[src/rtl/fpq_pkg.sv]
// Shared types and constants for the fetch-stage prefetch queue.
package fpq_pkg;
  localparam int LINE_BYTES = 16;
  localparam int PTR_W      = 4;

  typedef enum logic [1:0] {
    IDLE   = 2'd0,
    REQ    = 2'd1,
    SQUASH = 2'd2
  } fpq_state_e;

  typedef logic [27:0] line_idx_t;
endpackage

[src/rtl/fpq_checker.sv]
// Protocol checks on the decode-consume interface.
module fpq_checker (
  input logic       clk,
  input logic       rst_n,
  input logic       consume,
  input logic [4:0] len
);
  // An accepted consume must retire between 1 and 16 bytes.
  a_len_legal : assert property (@(posedge clk) disable iff (!rst_n)
    consume |-> (len != 5'd0 && len <= 5'd16));
endmodule

[src/rtl/fpq_window_align.sv]
// Byte rotator: selects 16 bytes starting at byte ptr of a 32-byte line pair.
module fpq_window_align
  import fpq_pkg::*;
(
  input  logic [2*LINE_BYTES*8-1:0] lines,
  input  logic [PTR_W-1:0]          ptr,
  output logic [LINE_BYTES*8-1:0]   window
);
  logic [2*LINE_BYTES*8-1:0] stage_s [0:PTR_W];

  assign stage_s[0] = lines;

  // Log shifter: stage k moves the pair down by 2^k bytes when ptr[k] is set.
  for (genvar k = 0; k < PTR_W; k++) begin : g_stage
    localparam int SH = 8 << k;
    mux_nbit_2x1 #(.N(2*LINE_BYTES*8)) u_mux (
      .a   (stage_s[k]),
      .b   (stage_s[k] >> SH),
      .sel (ptr[k]),
      .y   (stage_s[k+1])
    );
  end

  assign window = stage_s[PTR_W][LINE_BYTES*8-1:0];
endmodule

[src/rtl/mux_nbit_2x1.sv]
// Generic N-bit two-input multiplexer.
module mux_nbit_2x1 #(
  parameter int N = 8
) (
  input  logic [N-1:0] a,
  input  logic [N-1:0] b,
  input  logic         sel,
  output logic [N-1:0] y
);
  assign y = sel ? b : a;
endmodule

[src/rtl/fetch_prefetch_queue.sv]
// Two-line prefetch queue between the EIP register and decode; presents a
// 16-byte window at the current EIP and restarts on writeback redirect.
module fetch_prefetch_queue
  import fpq_pkg::*;
#(
  parameter logic [31:0] RESET_EIP = 32'h0000_0000
) (
  input  logic         clk,
  input  logic         rst_n,
  input  logic         i_redirect,
  input  logic [31:0]  i_redirect_eip,
  output logic         o_ic_req,
  output logic [27:0]  o_ic_addr,
  input  logic         i_ic_ack,
  input  logic [127:0] i_ic_data,
  output logic         o_de_valid,
  output logic [127:0] o_de_window,
  output logic [31:0]  o_de_eip,
  input  logic         i_de_consume,
  input  logic [4:0]   i_de_len
);
  fpq_state_e       state_r, state_s;
  logic [127:0]     line0_r, line1_r, line0_s, line1_s;
  logic             v0_r, v1_r, v0_s, v1_s;
  line_idx_t        base_r, base_s, fetch_addr_r, fetch_addr_s;
  line_idx_t        squash_addr_r, squash_addr_s;
  logic [PTR_W-1:0] ptr_r, ptr_s;

  logic             de_valid_s, consume_s, shift_s, fill_s;
  logic [4:0]       sum_s;

  assign de_valid_s = v0_r && ((ptr_r == 4'd0) || v1_r);
  assign consume_s  = i_de_consume && de_valid_s;
  assign sum_s      = {1'b0, ptr_r} + i_de_len;
  assign shift_s    = consume_s && sum_s[4];
  assign fill_s     = (state_r == REQ) && i_ic_ack;

  // Next-state: consume shift, then fill, then FSM; redirect overrides all.
  always_comb begin
    state_s       = state_r;
    line0_s       = shift_s ? line1_r : line0_r;
    line1_s       = line1_r;
    v0_s          = shift_s ? v1_r : v0_r;
    v1_s          = shift_s ? 1'b0 : v1_r;
    base_s        = shift_s ? base_r + 28'd1 : base_r;
    ptr_s         = consume_s ? sum_s[3:0] : ptr_r;
    fetch_addr_s  = fetch_addr_r;
    squash_addr_s = squash_addr_r;

    if (fill_s) begin
      fetch_addr_s = fetch_addr_r + 28'd1;
      if (!v0_s) begin
        line0_s = i_ic_data;
        v0_s    = 1'b1;
      end else begin
        line1_s = i_ic_data;
        v1_s    = 1'b1;
      end
    end else begin
      fetch_addr_s = fetch_addr_r;
    end

    case (state_r)
      IDLE:    state_s = (v0_s && v1_s) ? IDLE : REQ;
      REQ:     state_s = (i_ic_ack && v0_s && v1_s) ? IDLE : REQ;
      SQUASH:  state_s = i_ic_ack ? REQ : SQUASH;
      default: state_s = REQ;
    endcase

    if (i_redirect) begin
      v0_s         = 1'b0;
      v1_s         = 1'b0;
      base_s       = i_redirect_eip[31:4];
      ptr_s        = i_redirect_eip[3:0];
      fetch_addr_s = i_redirect_eip[31:4];
      // An unacked request must still be completed at its original address.
      if ((state_r == REQ || state_r == SQUASH) && !i_ic_ack) begin
        state_s = SQUASH;
        if (state_r == REQ) begin
          squash_addr_s = fetch_addr_r;
        end else begin
          squash_addr_s = squash_addr_r;
        end
      end else begin
        state_s = REQ;
      end
    end else begin
      squash_addr_s = squash_addr_s;
    end
  end

  // Queue state registers.
  always_ff @(posedge clk or negedge rst_n) begin
    if (!rst_n) begin
      state_r       <= REQ;
      line0_r       <= 128'd0;
      line1_r       <= 128'd0;
      v0_r          <= 1'b0;
      v1_r          <= 1'b0;
      base_r        <= RESET_EIP[31:4];
      ptr_r         <= RESET_EIP[3:0];
      fetch_addr_r  <= RESET_EIP[31:4];
      squash_addr_r <= RESET_EIP[31:4];
    end else begin
      state_r       <= state_s;
      line0_r       <= line0_s;
      line1_r       <= line1_s;
      v0_r          <= v0_s;
      v1_r          <= v1_s;
      base_r        <= base_s;
      ptr_r         <= ptr_s;
      fetch_addr_r  <= fetch_addr_s;
      squash_addr_r <= squash_addr_s;
    end
  end

  // Reset gates the request directly so it drops without waiting for a clock.
  assign o_ic_req   = rst_n && (state_r != IDLE);
  assign o_ic_addr  = (state_r == SQUASH) ? squash_addr_r : fetch_addr_r;
  assign o_de_valid = de_valid_s;
  assign o_de_eip   = {base_r, ptr_r};

  fpq_window_align u_align (
    .lines  ({line1_r, line0_r}),
    .ptr    (ptr_r),
    .window (o_de_window)
  );

  fpq_checker u_chk (
    .clk     (clk),
    .rst_n   (rst_n),
    .consume (consume_s),
    .len     (i_de_len)
  );
endmodule

[config.mk]
export PLATFORM = sky130hd
export DESIGN_NAME = fetch_prefetch_queue
export DESIGN_NICKNAME = d
export VERILOG_FILES = /design/src/rtl/fpq_pkg.sv /design/src/rtl/fpq_checker.sv /design/src/rtl/fpq_window_align.sv /design/src/rtl/mux_nbit_2x1.sv /design/src/rtl/fetch_prefetch_queue.sv
export SDC_FILE = /design/constraint.sdc
export NUM_CORES = 1
export LEC_CHECK = 0
export ABC_CLOCK_PERIOD_IN_PS = 4600
export BUFFER_PORTS_ARGS = -buffer_cell sky130_fd_sc_hd__buf_2
export CAP_MARGIN = 10
export CORE_UTILIZATION = 45
export DETAILED_ROUTE_END_ITERATION = 7
export PLACE_DENSITY = 0.65
export RECOVER_POWER = 50
export SYNTH_ARGS = -nofsm -noshare
export SYNTH_HDL_FRONTEND = slang
export SYNTH_SLANG_ARGS = --single-unit
[constraint.sdc]
create_clock -name clk -period 4.6 [get_ports clk]
set_clock_uncertainty 0.1 [all_clocks]
set_input_delay 0.92 -clock clk [delete_from_list [all_inputs] [get_ports clk]]
set_output_delay 0.92 -clock clk [all_outputs]
set_load 0.05 [all_outputs]
==> results of run 1 <==
## cells in the mapped netlist (2+ instances only)
| library cell | count | area, um2 |
|---|---|---|
| nand2b_1 | 11 | 68.8 |
| nor4_1 | 16 | 100 |
| buf_4 | 7 | 52.6 |
| nand2_1 | 557 | 2090 |
| dfrtp_1 | 347 | 8680 |
| o211ai_1 | 25 | 188 |
| a211oi_1 | 35 | 263 |
| nor3_1 | 11 | 55.1 |
| or2_2 | 2 | 12.5 |
| o31ai_1 | 3 | 22.5 |
| o311a_1 | 6 | 60.1 |
| buf_1 | 41 | 154 |
| and2_1 | 4 | 25.0 |
| nand3_1 | 53 | 265 |
| mux4_2 | 105 | 2360 |
| a21o_1 | 2 | 15.0 |
| buf_6 | 38 | 428 |
| o21ai_0 | 73 | 365 |
| nand4b_1 | 2 | 17.5 |
| nor2_1 | 236 | 886 |
| a21oi_1 | 92 | 460 |
| nand4_1 | 16 | 100 |
| a21boi_0 | 10 | 75.1 |
| nor2b_1 | 9 | 56.3 |
| and3_1 | 20 | 125 |
| clkbuf_1 | 117 | 439 |
| and4_1 | 6 | 52.6 |
| or3_1 | 8 | 50.1 |
| a221oi_1 | 2 | 17.5 |
| nor3b_1 | 3 | 22.5 |
| ha_1 | 10 | 125 |
| a31o_2 | 2 | 17.5 |
| mux2_2 | 246 | 2770 |
| mux2i_1 | 200 | 2000 |
| o31a_1 | 9 | 78.8 |
| a31oi_1 | 158 | 988 |
| xor2_1 | 18 | 158 |
| xnor2_1 | 13 | 114 |
| inv_1 | 17 | 63.8 |
| buf_2 | 25 | 125 |
| o21a_1 | 27 | 203 |
## worst max-delay path: stages, from the launching register on
cell     delay [ns]
dfrtp_4        0.76
buf_12         0.36
mux2i_1        0.15
a21oi_1        0.41
nand2_1        0.11
a31oi_1        0.57
buf_2          0.39
## stage by stage
stage          utilization  cells
4_1_cts              0.525   3581
5_1_grt              0.524   3583
2_1_floorplan            -   2606
6_report             0.524   3586
3_5_place_dp         0.498   3505
3_3_place_gp         0.498   3505
## what timing repair did
action                     4_1_cts  5_1_grt
buffers inserted                 0        1
setup endpoints to repair        0        5
gates resized for setup          0        1
## kinds of logic (layout without fill, tap and decap cells)
family / Yosys count / in the layout / synth area share
other: 0 / 4 / 0
buffers and inverters: 245 / 525 / 0.0516
adders and majority gates: 11 / 11 / 0.00594
muxes: 552 / 552 / 0.292
DFF: 348 / 348 / 0.356
xor gates and xnor gates: 31 / 31 / 0.0111
and+or+nand+nor: 962 / 962 / 0.165
AOI/OAI and AO/OA: 457 / 457 / 0.118
## metal layers
layer  wire length (um)  share of wire  track usage  vias to the layer above
li1                   -              -            -                     9901
met1              43900           0.43        0.538                    11400
met2              44800           0.44        0.534                     1255
met3               9470          0.093       0.0576                      141
met4               4180          0.041        0.139                        2
met5                  8       0.000078            0                        -
## power by group through the flow
stage                     logic [mW]  clock network [mW]  registers (mW)
after floorplan                 6.84                   0            5.26
after global placement          9.22                   0            6.32
after detailed placement        9.32                   0            6.38
after CTS                       9.36                3.60            6.34
after global routing            9.99                3.72            6.54
final                           9.54                3.55            6.48
## layout make-up
type,count,share of cell area
clock buffers,63,0.0433
flip-flops and latches,348,0.310
inverters,17,0.00244
repair buffers,432,0.0897
clock inverters,13,0.00888
well taps,696,0.0309
diodes,4,0.000355
multi-input cells,2013,0.515
## layout by cell type, fill, tap and decap left out, types with 15 or more instances in the layout
cell type	instances
nand2_1	557
dfrtp_1	343
buf_2	327
mux2_2	246
nor2_1	236
mux2i_1	199
a31oi_1	158
mux4_2	105
a21oi_1	92
o21ai_0	73
nand3_1	53
clkbuf_1	47
buf_4	46
clkbuf_16	41
a211oi_1	35
o21a_1	27
o211ai_1	26
and3_1	20
buf_12	19
xor2_1	18
nand4_1	16
nor4_1	16
inv_1	15
## registers in the layout, indices dropped and copies added, names as in the netlist
signal         flops
v0_r               1
line1_r          128
v1_r               1
base_r            28
line0_r          128
fetch_addr_r      28
ptr_r              4
state_r            2
squash_addr_r     28
## worst min-delay path by stage
| stage | startpoint | to | slack, ns |
|---|---|---|---|
| final | rst_n | line0_r[115] | 0.14 |
| after global routing | rst_n | line0_r[109] | 0.16 |
| after CTS | rst_n | line0_r[109] | 0.15 |
| after detailed placement | squash_addr_r[18] | squash_addr_r[18] | 0.37 |
| after global placement | squash_addr_r[18] | squash_addr_r[18] | 0.36 |
| after floorplan | squash_addr_r[17] | squash_addr_r[17] | 0.35 |
==> out/results.txt, run 1 <==
CTS tree = built
P_sw = 9.77 mW
Dpl hpwl = 78.2 mm
DIE AREA = 55300 um2
Post-route DRC = 0
Design Power = 19.6 mW
Setup CP Type = reg -> out
GPL Wtd Cong = 1.02
Setup TNS = 0 ns
# setup viols final = 0
Fill count = 4956
Nets = 3034
Area grow syn2layout = 15.2%
PwrDens = 695 nW/um2
Layout cells sized above 1 = 0.289
Endpoints failing hold = 0
Max-cap violations = 7
Pleak = 12.4 nW
Worst setup endpoint = o_de_window[102]
CTS buffer count = 41
Drt first pass iters = 6
Hold crit path type = in -> async
Clk Latency, worst-skew pair = 0.59 ns
Sequential cell area = 8720 um2
Clock sink total = 348
RSZ-0062 raised after global routing = no
Critical path required time = 3.58 ns
Maximum buffer depth of the clock tree = 3
Hold buffers post-CTS = 0
Hold Slack = 0.136 ns
Outcome = finished, violations left
GRT Total Usage = 0.364
Final Critical Period = 4.39 ns
Part of the power in the clock network = 0.181
FF-to-FF End = line1_r[74]
Netlist cell types = 65
CTS root buf = clkbuf_16
Synthesis Warnings = 0
PortBufs = 359
Flop and latch count out of synthesis = 348
Fin area = 28200 um2
Int Power = 9.80 mW
Largest net degree at the start of global routing = 157
Worst reg2reg path depth = 9
Setup WS post-layout = 0.213 ns
H-tree level count = 2
Seq pwr share = 0.331
Worst Path Max Fanout = 56
Row Count = 85
Core area = 53700 um2
Die X-Extent = 235 um
Initial antenna violation count = 11
Headroom to the max-slew limit = -1.06
Height of the die = 235 um
Max frequency = 0.228 GHz
Total gr overflow = 0
Synth Instances = 2606
Drt via density = 6.33
Ys async rst share = 1.00
Syn avg cell area = 9.38 um2
Post-Syn Area = 24500 um2
Slew @ Worst Pin = 3.09 ns
Post-Syn Nets = 2787
Fin. max-slew vios = 408
CP endpoint kind = primary output
Multi-input gate area = 14500 um2
Detail Route Antenna Nets = 0
Iteration-0 DRC Markers = 3020
Clock transition at path regs = 0.06 ns
Reg-to-reg startpoint = ptr_r[1]
Failing checks = capacitance limit, slew limit
Comb power frac = 0.488
Synth Flop Type = dfrtp_1
Flop-to-flop setup slack = 0.68 ns
Arrival time at the worst endpoint = 3.37 ns
Wire per inst = 28.5 um
Critical Path Source Type = flip-flop
Pre-CTS setup slack = 0.477 ns
Via Count = 22700
First-pass GRT wire length = 147 mm
Max rail drop VDD = 432 uV
EDFF count, synth = 0
Switching part of the total = 0.499
Number of global-route vias before repair = 21000
Io pins = 360
Sequential cell area fraction in the yosys report = 0.356
Starting density of the core = 0.455
Post-Route WL = 102 mm
Cell Area, Placed = 26800 um2
Tcrit/Tclk final = 0.954
Critical path origin = ptr_r[1]
Power figures use the tool's default switching activity.
==> run 2, diff against run 1 <==
--- a/config.mk
+++ b/config.mk
@@ -9,6 +9,7 @@
 export BUFFER_PORTS_ARGS = -buffer_cell sky130_fd_sc_hd__buf_2
 export CAP_MARGIN = 10
 export CORE_UTILIZATION = 45
+export CTS_BUF_LIST = sky130_fd_sc_hd__clkbuf_2
 export DETAILED_ROUTE_END_ITERATION = 7
 export PLACE_DENSITY = 0.65
 export RECOVER_POWER = 50
==> run 2 against run 1 <==
- the run still ends with capacitance limit, slew limit left
- die area did not move
- fmax is 3.1% lower
- register-to-register slack improved by 0.03 ns
- non-clock buffer count increased by 168
- setup slack worse by 0.14 ns
==> out/results.txt, run 2 (synthesized netlist as in run 1, its figures left out) <==
Outcome = finished, violations left
Failing checks = capacitance limit, slew limit
Clock transition at path regs = 0.09 ns
Post-Layout Cell Count = 3847
Detail Route Antenna Nets = 0
Fin. max-slew vios = 340
PortBufs = 359
Reg-to-reg startpoint = ptr_r[1]
FF-to-FF End = line1_r[101]
Iteration-0 DRC Markers = 2928
Slew @ Worst Pin = 3.12 ns
Endpoints failing hold = 0
Headroom to the max-slew limit = -1.08
Max rail drop VDD = 517 uV
CTS tree = built
Fin area = 29700 um2
Pre-CTS setup slack = 0.477 ns
Cell Area, Placed = 26800 um2
Placed cell count = 3505
Tcrit/Tclk final = 0.984
Row Count = 85
CP endpoint kind = primary output
Largest regs = line0_r: 128 flops, line1_r: 128 flops
Dpl hpwl = 78.2 mm
Setup WS post-layout = 0.0718 ns
Hold Slack = 0.107 ns
PwrDens = 632 nW/um2
Commonest non-fill, non-tap cell in the layout = nand2_1
Max frequency = 0.221 GHz
Worst reg2reg path depth = 10
WHS Path Cells = 3
H-tree level count = 3
Post-Route WL = 107 mm
Wire per inst = 27.8 um
CTS buffer count = 96
Die X-Extent = 235 um
Height of the die = 235 um
Initial antenna violation count = 3
Clk Latency, worst-skew pair = 1.14 ns
Pleak = 13.3 nW
Largest net degree at the start of global routing = 157
Critical Path Source Type = flip-flop
# setup viols final = 0
Post-route DRC = 0
Maximum buffer depth of the clock tree = 3
Design Power = 18.8 mW
Nets = 3257
GRT Total Usage = 0.380
Core area = 53700 um2
Io pins = 360
Hold crit path type = in -> reg
Drt via density = 6.21
Fin util = 0.553
Clock sink total = 348
Final Critical Period = 4.53 ns
RSZ-0062 raised after global routing = yes
First-pass GRT wire length = 154 mm
CTS root buf = clkbuf_2
Area grow syn2layout = 21.5%
Arrival time at the worst endpoint = 3.51 ns
Number of global-route vias before repair = 22600
DIE AREA = 55300 um2
Total gr overflow = 0
Worst Path Max Fanout = 7
Max-cap violations = 5
Via Count = 23900
GPL Wtd Cong = 1.02
Commonest non-fill, non-tap cells in the layout = 557 x nand2_1, 343 x dfrtp_1, 338 x buf_2
Layout cells sized above 1 = 0.318
Hold Path End = fetch_addr_r[10]
Hold path start = i_redirect_eip[14]
Flop-to-flop setup slack = 0.71 ns
Setup TNS = 0 ns
Drt first pass iters = 6
Setup CP Type = reg -> out
Starting density of the core = 0.455
Fill count = 4888
Critical path required time = 3.58 ns
-- run 2: changes by cell type in the layout (fill, tap and decap cells not counted), sizes merged --
cell,delta
buf,+33
clkinvlp,-1
inv,+3
clkbuf,+61
bufbuf,+1
bufinv,-4
dlygate4sd3,+158
clkinv,+13
diode,-3
-- run 2: critical path: stages, from the launching register on --
cell,delay [ns]
dfrtp_4,0.58
buf_6,0.20
buf_4,0.18
mux2_2,0.24
nor2_1,0.04
a21oi_1,0.34
mux2i_1,0.23
mux2i_2,0.31
clkbuf_4,0.31
-- run 2: layout make-up --
class                   count  area (um2)  share of cell area
repair buffers            600        4490               0.151
clock inverters            24         154             0.00518
diodes                      1        2.50           0.0000842
flip-flops and latches    348        8720               0.294
clock buffers             148         741              0.0249
inverters                  17        76.3             0.00257
well taps                 696         871              0.0293
multi-input cells        2013       14600               0.493
-- run 2: timing repair --
action,CTS,global route
buffers inserted,7,0
gates cloned,3,2
setup endpoints to repair,125,61
hold buffers,158,0
hold endpoints to repair,348,0
resized for setup,37,58
-- run 2: worst max path at each step --
stage | startpoint | endpoint | slack, ns
final | ptr_r[1] | o_de_window[75] | 0.07
after global routing | ptr_r[1] | o_de_window[16] | -0.02
after CTS | ptr_r[0] | o_de_window[81] | 0.006
after detailed placement | i_de_len[0] | line1_r[95] | 0.48
after global placement | i_de_len[0] | line1_r[95] | 0.53
after floorplan | ptr_r[0] | o_de_window[46] | 0.67
-- run 2: layer usage --
layer	up-vias	share of wire	global-route usage
li1	10400	-	-
met5	-	0.00015	0
met2	1465	0.43	0.556
met4	2	0.051	0.176
met1	11800	0.42	0.538
met3	217	0.097	0.0814
-- run 2: where the power goes --
| group | total [mW] | switching [mW] | internal, mW |
|---|---|---|---|
| Combinational | 9.95 | 6.32 | 3.62 |
| Sequential | 6.46 | 2.18 | 4.28 |
| Clock | 2.38 | 1.45 | 0.930 |
